File: src/rtl/regfile_sched.sv
// Register scoreboard gating issue on RAW/WAW hazards, plus round-robin arbitration
// of the ALU and load writebacks onto the single registered regfile write port.
module regfile_sched #(
  parameter int XW = 32
) (
  input  logic          clk,
  input  logic          rst,
  input  logic          flush_ip,
  input  logic          issue_valid_ip,
  input  logic [4:0]    issue_rs1_ip,
  input  logic [4:0]    issue_rs2_ip,
  input  logic [4:0]    issue_rd_ip,
  input  logic          issue_rd_we_ip,
  output logic          issue_ready_op,
  input  logic          wb0_valid_ip,
  input  logic [4:0]    wb0_addr_ip,
  input  logic [XW-1:0] wb0_data_ip,
  output logic          wb0_ready_op,
  input  logic          wb1_valid_ip,
  input  logic [4:0]    wb1_addr_ip,
  input  logic [XW-1:0] wb1_data_ip,
  output logic          wb1_ready_op,
  output logic          rf_wr_en_op,
  output logic [4:0]    rf_wr_addr_op,
  output logic [XW-1:0] rf_wr_data_op,
  output logic [31:0]   busy_op,
  output logic          err_op
);

  logic [31:0]   r_busy;
  logic          r_ptr;
  logic          r_err;
  logic          r_wr_en;
  logic [4:0]    r_wr_addr;
  logic [XW-1:0] r_wr_data;

  logic          w_gnt0;
  logic          w_gnt1;
  logic          w_issue_fire;
  logic [31:0]   w_busy_nxt;

  assign issue_ready_op = !flush_ip & !r_busy[issue_rs1_ip] & !r_busy[issue_rs2_ip] &
                          !(issue_rd_we_ip & r_busy[issue_rd_ip]);
  assign w_issue_fire   = issue_valid_ip & issue_ready_op;

  // r_ptr names the side that wins when both requesters are valid.
  assign w_gnt0 = !flush_ip & wb0_valid_ip & (!wb1_valid_ip | !r_ptr);
  assign w_gnt1 = !flush_ip & wb1_valid_ip & (!wb0_valid_ip | r_ptr);

  assign wb0_ready_op  = w_gnt0;
  assign wb1_ready_op  = w_gnt1;
  assign rf_wr_en_op   = r_wr_en;
  assign rf_wr_addr_op = r_wr_addr;
  assign rf_wr_data_op = r_wr_data;
  assign busy_op       = r_busy;
  assign err_op        = r_err;

  always_comb begin
    w_busy_nxt = r_busy;
    if (r_wr_en) w_busy_nxt[r_wr_addr] = 1'b0;
    if (w_issue_fire & issue_rd_we_ip) w_busy_nxt[issue_rd_ip] = 1'b1;
    if (flush_ip) w_busy_nxt = '0;
    w_busy_nxt[0] = 1'b0;
  end

  always_ff @(posedge clk or posedge rst) begin
    if (rst) begin
      r_busy    <= '0;
      r_ptr     <= 1'b0;
      r_err     <= 1'b0;
      r_wr_en   <= 1'b0;
      r_wr_addr <= '0;
      r_wr_data <= '0;
    end else begin
      r_busy <= w_busy_nxt;
      // A write landing during a flush hits a register the flush is clearing anyway.
      if (r_wr_en & !flush_ip & !r_busy[r_wr_addr]) r_err <= 1'b1;
      if (w_gnt0) begin
        r_wr_en   <= |wb0_addr_ip;
        r_wr_addr <= wb0_addr_ip;
        r_wr_data <= wb0_data_ip;
        r_ptr     <= 1'b1;
      end else if (w_gnt1) begin
        r_wr_en   <= |wb1_addr_ip;
        r_wr_addr <= wb1_addr_ip;
        r_wr_data <= wb1_data_ip;
        r_ptr     <= 1'b0;
      end else begin
        r_wr_en <= 1'b0;
      end
    end
  end

endmodule

File: config.mk
export PLATFORM = sky130hd
export DESIGN_NAME = regfile_sched
export DESIGN_NICKNAME = d
export VERILOG_FILES = /design/src/rtl/regfile_sched.sv
export SDC_FILE = /design/constraint.sdc
export NUM_CORES = 1
export LEC_CHECK = 0
export CORE_ASPECT_RATIO = 1.75
export CORE_MARGIN = 2
export CORE_UTILIZATION = 42
export DETAILED_ROUTE_END_ITERATION = 8
export GPL_TIMING_DRIVEN = 0
export PLACE_DENSITY_LB_ADDON = 0.1
export SYNTH_ARGS = -nofsm -noshare
export SYNTH_HDL_FRONTEND = slang
export SYNTH_SLANG_ARGS = --single-unit
File: constraint.sdc
create_clock -name clk -period 2.2 [get_ports clk]
set_input_delay 0.33 -clock clk [delete_from_list [all_inputs] [get_ports clk]]
set_output_delay 0.33 -clock clk [all_outputs]
set_load 0.03 [all_outputs]
Yosys cells after proc, flatten, opt, wreduce, memory -nomap -nowiden
Cells that the tools add are included.
{"block": "word_totals", "wordCells": 65, "output_inout_bits": 74, "register_bits": 71, "inputBits": 96}
{"block": "classes", "muxes": 23, "bitwise": 17, "order_cmp": 6, "reduce_logical": 13}
{"op": "$mux 32", "n": 5}
{"op": "$and 32x32->32", "n": 1}
{"op": "$not 32->32", "n": 1}
{"op": "$or 32x32->32", "n": 1}
{"op": "$lt 5x6->1 const B", "n": 4}
{"op": "$bmux 1 s5", "n": 4}
{"op": "$and 1x1->1", "n": 12}
{"op": "$demux 1 s5", "n": 2}
{"op": "$ge 5x1->1 const B", "n": 2}
{"op": "$mux 1", "n": 10}
{"op": "$mux 5", "n": 2}
{"op": "$reduce_or 5->1", "n": 2}
{"op": "$logic_not 1->1", "n": 8}
{"op": "$logic_and 1x1->1", "n": 2}
{"op": "$or 1x1->1", "n": 2}
{"op": "$reduce_bool 2->1", "n": 1}

Longest topological paths before layout
Gate-level depths: netlist of the first run.
{"block": "logic_depth", "word_depth": 10, "mapped_depth": 9}

Least setup slack after synthesis of the first run
OpenSTA, ideal clock, no wires.
{"block": "synth_timing", "path_type": "reg2out", "from": "reg r_busy[23] (netlist: busy_op[23])", "to": "out issue_ready_op", "t_arrival_ns": 2.178, "required_ns": 1.870, "n_path_buf": 1, "path_slack_ns": -0.308, "path_stages_with_launch": 7, "path_cell_list": "dfrtp_1 > mux4_2 > a211o_1 > nor4_4 > buf_6 > inv_1 > a21oi_2"}
{"block": "synth_via", "elab_chain_len": 6, "word_cells_on_any_way": 13}
{"element": "start: declaration", "line": "30", "text": "logic [31:0] r_busy;"}
{"element": "start signal: assignment", "line": "75", "text": "r_busy <= w_busy_nxt;"}
{"element": "$bmux 1 s5", "line": "42", "text": "assign issue_ready_op = !flush_ip & !r_busy[issue_rs1_ip] & !r_busy[issue_rs2_ip] &"}
{"element": "$mux 1 (not written as such)", "line": "42"}
{"element": "$logic_not 1->1", "line": "42"}
{"element": "$and 1x1->1 (2 in series)", "line": "42"}
{"element": "$and 1x1->1 (*)", "line": "42"}
{"element": "end: declaration", "line": "14", "text": "output logic issue_ready_op,"}
Mark *: on every way between the ends. The rest lies on a longest branch, timed or not. The select of a mux whose other input is x is not followed.

Final worst setup path of the first run
Same ends and word-level chain as after synthesis.

==> flow_summary.toml, run 1 <==
[worst_setup_path]
critPathArrivalTime_ps = 2470
rr_endpoint = "busy_op[9]$_DFF_PP0_"
path_buf_inv = 3
startpoint = "busy_op[23]$_DFF_PP0_"
crit_required_ps = 1870
start_kind = "flop"
ff2ff_setup_slack_ps = -270
path_delay_family = "multiplexers"
cpMostUsedCell = "buf_6"
path_class = "reg -> out"
crit_path_end_kind = "primary output"
r2r_cells = 8
crit_end = "issue_ready_op"
worstPathCellList = "mux4_2 -> a211o_1 -> nor4_4 -> buf_6 -> inv_1 -> a21oi_4 -> buf_6"
critPathSlowestCell = "mux4_2"
slowest_delay_ps = 530
path_depth = 7
timing.rr.start = "busy_op[15]$_DFF_PP0_"
critPathMaxFanout = 10

[synthesis]
ys_types = 50
netlist.area_leader.share = 0.364
ys_seq_area_frac = 0.364
ys_async_sr_fraction = 1.00
synthTopCellsByArea = "dfrtp_1 36%, mux2i_1 9.8%, mux4_2 9.7%"
synth_edf_count = 0
syn_inst = 503
synth_top_area_cell = "dfrtp_1"
syn-cell-area_um2 = 4880
ys.warnings.count = 0
synth_area_per_cell_um2 = 9.71
ys_ff_latch = 71
synthesis.nets = 599
synth_ff_type = "dfrtp_1"

[sta]
report.final.slew_viol_count = 0
tightest_slew_ps = 1000
skew_ps = 6.20
hold_viol_final = 0
fmax_mhz = 357
setup_slack_ps = -603
slew_headroom = 0.330
grt_setup_unrepaired = "yes"
fin_crit_sh = 1.27
finalCriticalPeriod_ps = 2800
finalSetupViolCount = 32

[placed_design]
dp_hpwl_um = 13500
finalWeightedCongestion = 0.980
io_buffers = 163
placed_area_um2 = 6700
dp_slack_ps = -1490

[min_path]
min_from = "err_op$_DFFE_PP0P_"
holdCritPathClass = "reg -> reg"

[die]
die_height_um = 147
num_io_pins = 170
fp-row-count = 52
initial_core_util = 0.426
dieWidth_um = 85.5
die_area_um2 = 12500
coreArea_um2 = 11500

[detailed_routing]
firstDrtPassIters = 5
drt_iter0_drc = 449
drt_wl_total_um = 19200
drc_errors = 0
vias = 5108
routedWlPerCell_um = 22.6
detail-route-antenna-nets = 0
routed_via_density = 6.00

[final_layout]
num_antenna_cells = 0
finish.instance_area_um2 = 7420
nNetsFinal = 807
final-seq-area_um2 = 1810
area_growth_pct = 51.9
fill_cells = 1007
multi_input_area_um2 = 2890
drive_gt1_frac = 0.237

[global_routing]
grt_pass1_vias = 5233
grt_max_degree = 72
grt_usage = 0.308
overflow = 0
grt_pass1_wl_um = 29000
antenna_found_initial = 0

[clock_tree]
cts_max_level = 3
clkTransAtPathRegs_ps = 60
hold_buffers = 0
clock-root-buffer = "clkbuf_16"
cts_tree = "done"
clkLatencyLatePin_ps = 330
clock_sinks = 71
numCtsBuffers = 9
max-clock-path-buffers = 2

[power_and_ir_drop]
leakagePower_nw = 2.93
irDropWorstVdd_mv = 0.497
total_power_mw = 4.21
power.density_nw_per_um2 = 567

[job]
cap_violations = 0

[run_status]
status = "finished, violations left"
violations = "negative setup slack"
[cells in the mapped netlist (2+ instances only)]
cell type  count
dfrtp_1       71
nand2_1       62
o21ai_0       55
mux2i_1       48
nand3_1       34
nor2b_1       30
o21ai_2       29
clkbuf_1      22
mux4_2        21
nand3b_1      20
nor2_1        13
buf_2         10
buf_6          9
nand2b_1       8
inv_1          7
nor3b_1        6
a2111oi_0      5
a21oi_1        4
a222oi_1       3
mux2_1         3
mux2_2         3
or2_2          3
a22oi_1        2
a32oi_1        2
buf_4          2
nand4b_1       2
nor3_1         2
nor4_1         2
o21ai_1        2
o22ai_1        2
or4_1          2
[where the power goes]
group / internal (mW) / total [mW] / switching [mW] / leakage (nW)
combinational: 0.538 / 1.22 / 0.678 / 1.89
sequential: 1.41 / 1.48 / 0.0676 / 0.881
clock: 0.967 / 1.52 / 0.549 / 0.156
total: 2.91 / 4.21 / 1.29 / 2.93
[logic make-up after synthesis]
kind of cell | Yosys count | share of synthesized area
DFF | 71 | 0.364
muxes | 75 | 0.209
other | 1 | 0.000768
AOI/OAI and AO/OA | 113 | 0.154
buffers and inverters | 50 | 0.0564
and+or+nand+nor | 193 | 0.215
[per-stage QoR]
step	hold WS [ps]	util	TNS, ps	std cells
after floorplan	472	-	-567	503
after global placement	461	0.585	-110330	801
after CTS	476	0.638	-3660	844
after global routing	500	0.648	-8170	851
final	475	0.648	-6380	851
after detailed placement	463	0.585	-28540	801
[worst min-delay path by stage]
| stage | slack [ps] | to | depth (start not counted) |
|---|---|---|---|
| floorplan | 470 | rf_wr_en_op$_DFF_PP0_ | 2 |
| global placement | 460 | rf_wr_data_op[21]$_DFFE_PP0P_ | 2 |
| detailed placement | 460 | err_op$_DFFE_PP0P_ | 1 |
| CTS | 480 | err_op$_DFFE_PP0P_ | 1 |
| global route | 500 | err_op$_DFFE_PP0P_ | 1 |
| finish | 480 | err_op$_DFFE_PP0P_ | 1 |
[registers in the layout, summed over array words and instances, names as in the netlist]
register,flops
rf_wr_en_op,1
r_ptr,1
busy_op,31
err_op,1
rf_wr_data_op,32
rf_wr_addr_op,5
[cell usage in the layout (no fill, tap or decap), types with 20 or more instances in the layout]
master / synthesis / routed
clkdlybuf4s50_1: 0 / 157
nand2_1: 62 / 62
o21ai_0: 55 / 55
mux2i_1: 48 / 48
dfrtp_1: 71 / 47
nand3_1: 34 / 34
buf_4: 2 / 33
nor2b_1: 30 / 29
o21ai_2: 29 / 29
dfrtp_2: 0 / 24
clkbuf_1: 22 / 21
mux4_2: 21 / 21
nand3b_1: 20 / 20
[routing by layer]
layer	vias up	global-route usage	wire, um
li1	2249	-	-
met1	2444	0.309	6300
met2	325	0.547	9930
met3	90	0.0701	1490
met4	0	0.213	1530
met5	-	0	0
[repair_timing]
| action | CTS | global route |
|---|---|---|
| cloned | 1 | 1 |
| gates resized for setup | 47 | 17 |
| setup buffers | 27 | 7 |
| pin swaps | 12 | 5 |
| endpoints found under the setup margin | 39 | 35 |
[area by class of cell]
type / instances / share of cell area
Multi-Input combinational cell: 382 / 0.389
Timing Repair Buffer: 198 / 0.262
Sequential cell: 71 / 0.244
Clock buffer: 13 / 0.0364
Buffer: 42 / 0.0363
Tap cell: 135 / 0.0228
Clock inverter: 3 / 0.00540
Inverter: 7 / 0.00388
No activity file was read; power rests on OpenSTA's default activity.
==> inputs of run 2 (changes only) <==
Settings changed: CORE_ASPECT_RATIO 1.75 to 0.5.
==> flow_summary.toml, run 2 (synthesis gave the netlist of run 1 again) <==
[detailed_routing]
drt_wl_total_um = 17300
vias = 4905
routedWlPerCell_um = 20.4
drt_iter0_drc = 405
routed_via_density = 5.80
firstDrtPassIters = 5
detail-route-antenna-nets = 0
drc_errors = 0

[final_layout]
area_growth_pct = 48.6
postLayoutCoreUtil = 0.651
final_common_cell = "clkdlybuf4s50_1"
drive_gt1_frac = 0.211
num_antenna_cells = 0
largest_register_ffs = 32
nNetsFinal = 792
layout_common_cells = "156 x clkdlybuf4s50_1, 62 x nand2_1, 55 x o21ai_0"

[worst_setup_path]
crit_path_end_kind = "primary output"
path_buf_inv = 2
critPathArrivalTime_ps = 2390
startpoint = "busy_op[6]$_DFF_PP0_"
timing.rr.start = "busy_op[6]$_DFF_PP0_"
slowest_delay_ps = 480
path_class = "reg -> out"
worstPathCellList = "mux4_2 -> nor2b_1 -> nor4_1 -> nor4_2 -> nand4_2 -> buf_8 -> a21oi_4 -> buf_6"
path_delay_family = "simple AND/OR/NAND/NOR gates"
critPathMaxFanout = 6
critPathSlowestCell = "mux4_2"
start_kind = "flop"
crit_required_ps = 1870

[sta]
skew_ps = 8.09
setup_slack_ps = -516
slew_headroom = 0.570
report.final.slew_viol_count = 0
finalCriticalPeriod_ps = 2720
tightest_slew_ps = 642
timing.hold.ws_ps = 347
grt_setup_unrepaired = "yes"
fin_crit_sh = 1.23
finalSetupViolCount = 30
fmax_mhz = 368
hold_viol_final = 0

[clock_tree]
clock_sinks = 71
clkTransAtPathRegs_ps = 60
clkLatencyLatePin_ps = 340
clock-root-buffer = "clkbuf_16"
numCtsBuffers = 9
max-clock-path-buffers = 2
cts_tree = "done"
cts_max_level = 3

[global_routing]
grt_usage = 0.282
grt_max_degree = 41
overflow = 0
antenna_found_initial = 0
grt_pass1_wl_um = 26500
grt_pass1_vias = 4841

[die]
coreArea_um2 = 11100
dieWidth_um = 156
die_height_um = 80.2
die_area_um2 = 12600
fp-row-count = 27
initial_core_util = 0.438
num_io_pins = 170

[min_path]
holdCritPathClass = "in -> async"

[job]
cap_violations = 0

[placed_design]
finalWeightedCongestion = 0.896
io_buffers = 163
dp_hpwl_um = 12400

[power_and_ir_drop]
power.density_nw_per_um2 = 583
irDropWorstVdd_mv = 0.430
leakagePower_nw = 2.83

[run_status]
status = "finished, violations left"
violations = "negative setup slack"
[run 2: path summary, 6_finish.rpt]
check / endpoint / slack (ps) / cells after the start
min in group clk: rf_wr_data_op[27]$_DFFE_PP0P_ / 480 / 2
max in group asynchronous: busy_op[24]$_DFF_PP0_ / 1270 / 3
hold reg to reg: rf_wr_data_op[27]$_DFFE_PP0P_ / 480 / 2
hold / removal: rf_wr_data_op[27]$_DFFE_PP0P_ / 350 / 2
setup / recovery: issue_ready_op / -520 / 8
setup reg to reg: busy_op[21]$_DFF_PP0_ / -170 / 9
[run 2: power by group]
part	leakage (nW)	switching, mW	internal, mW	total [mW]
combinational	1.79	0.660	0.526	1.19
sequential	0.887	0.0672	1.41	1.47
clock	0.148	0.579	0.989	1.57
total	2.83	1.31	2.92	4.23
[run 2: what timing repair did]
item                                    CTS  global route
setup buffers                            16             3
endpoints found under the setup margin   42            35
cloned                                    0             0
hold buffers                              0             0
gates resized for setup                  41            16
pin swaps                                 3             6
[run 2: stage by stage]
step / power [mW] / setup WS (ps) / setup TNS, ps / instance area, um^2 / std cells
6_report: 4.23 / -516 / -3640 / 7260 / 846
5_1_grt: 4.39 / -599 / -5770 / 7260 / 846
4_1_cts: 4.23 / -547 / -1170 / 7210 / 843
3_5_place_dp: 2.64 / -1470 / -30790 / 6730 / 812
3_3_place_gp: 2.63 / -1490 / -119840 / 6710 / 811
2_1_floorplan: 2.11 / -229 / -567 / 4900 / 503
[run 2: layout make-up]
class / instances / area [um^2]
clock inverters: 6 / 85.1
fillers: 931 / 3890
plain buffers: 42 / 274
well taps: 145 / 181
clock buffers: 10 / 229
inverters: 7 / 28.8
multi-input cells: 382 / 2850
flip-flops and latches: 71 / 1800
repair buffers: 183 / 1800
[run 2: layer usage]
metal / global-route usage / share of wire / vias to the layer above
li1: - / - / 2236
met1: 0.345 / 0.40 / 2365
met2: 0.454 / 0.45 / 276
met3: 0.113 / 0.12 / 28
met4: 0.101 / 0.018 / 0
met5: 0 / 0 / -
[run 2: worst register-to-register path, stage by stage (launching register included)]
cell and delay (ps):
dfrtp_2 470, mux4_2 480, nor2b_1 140, nor4_1 70, nor4_2 250, nand4_2 210, buf_4 180, buf_4 150
buf_6 160, o21ai_2 170
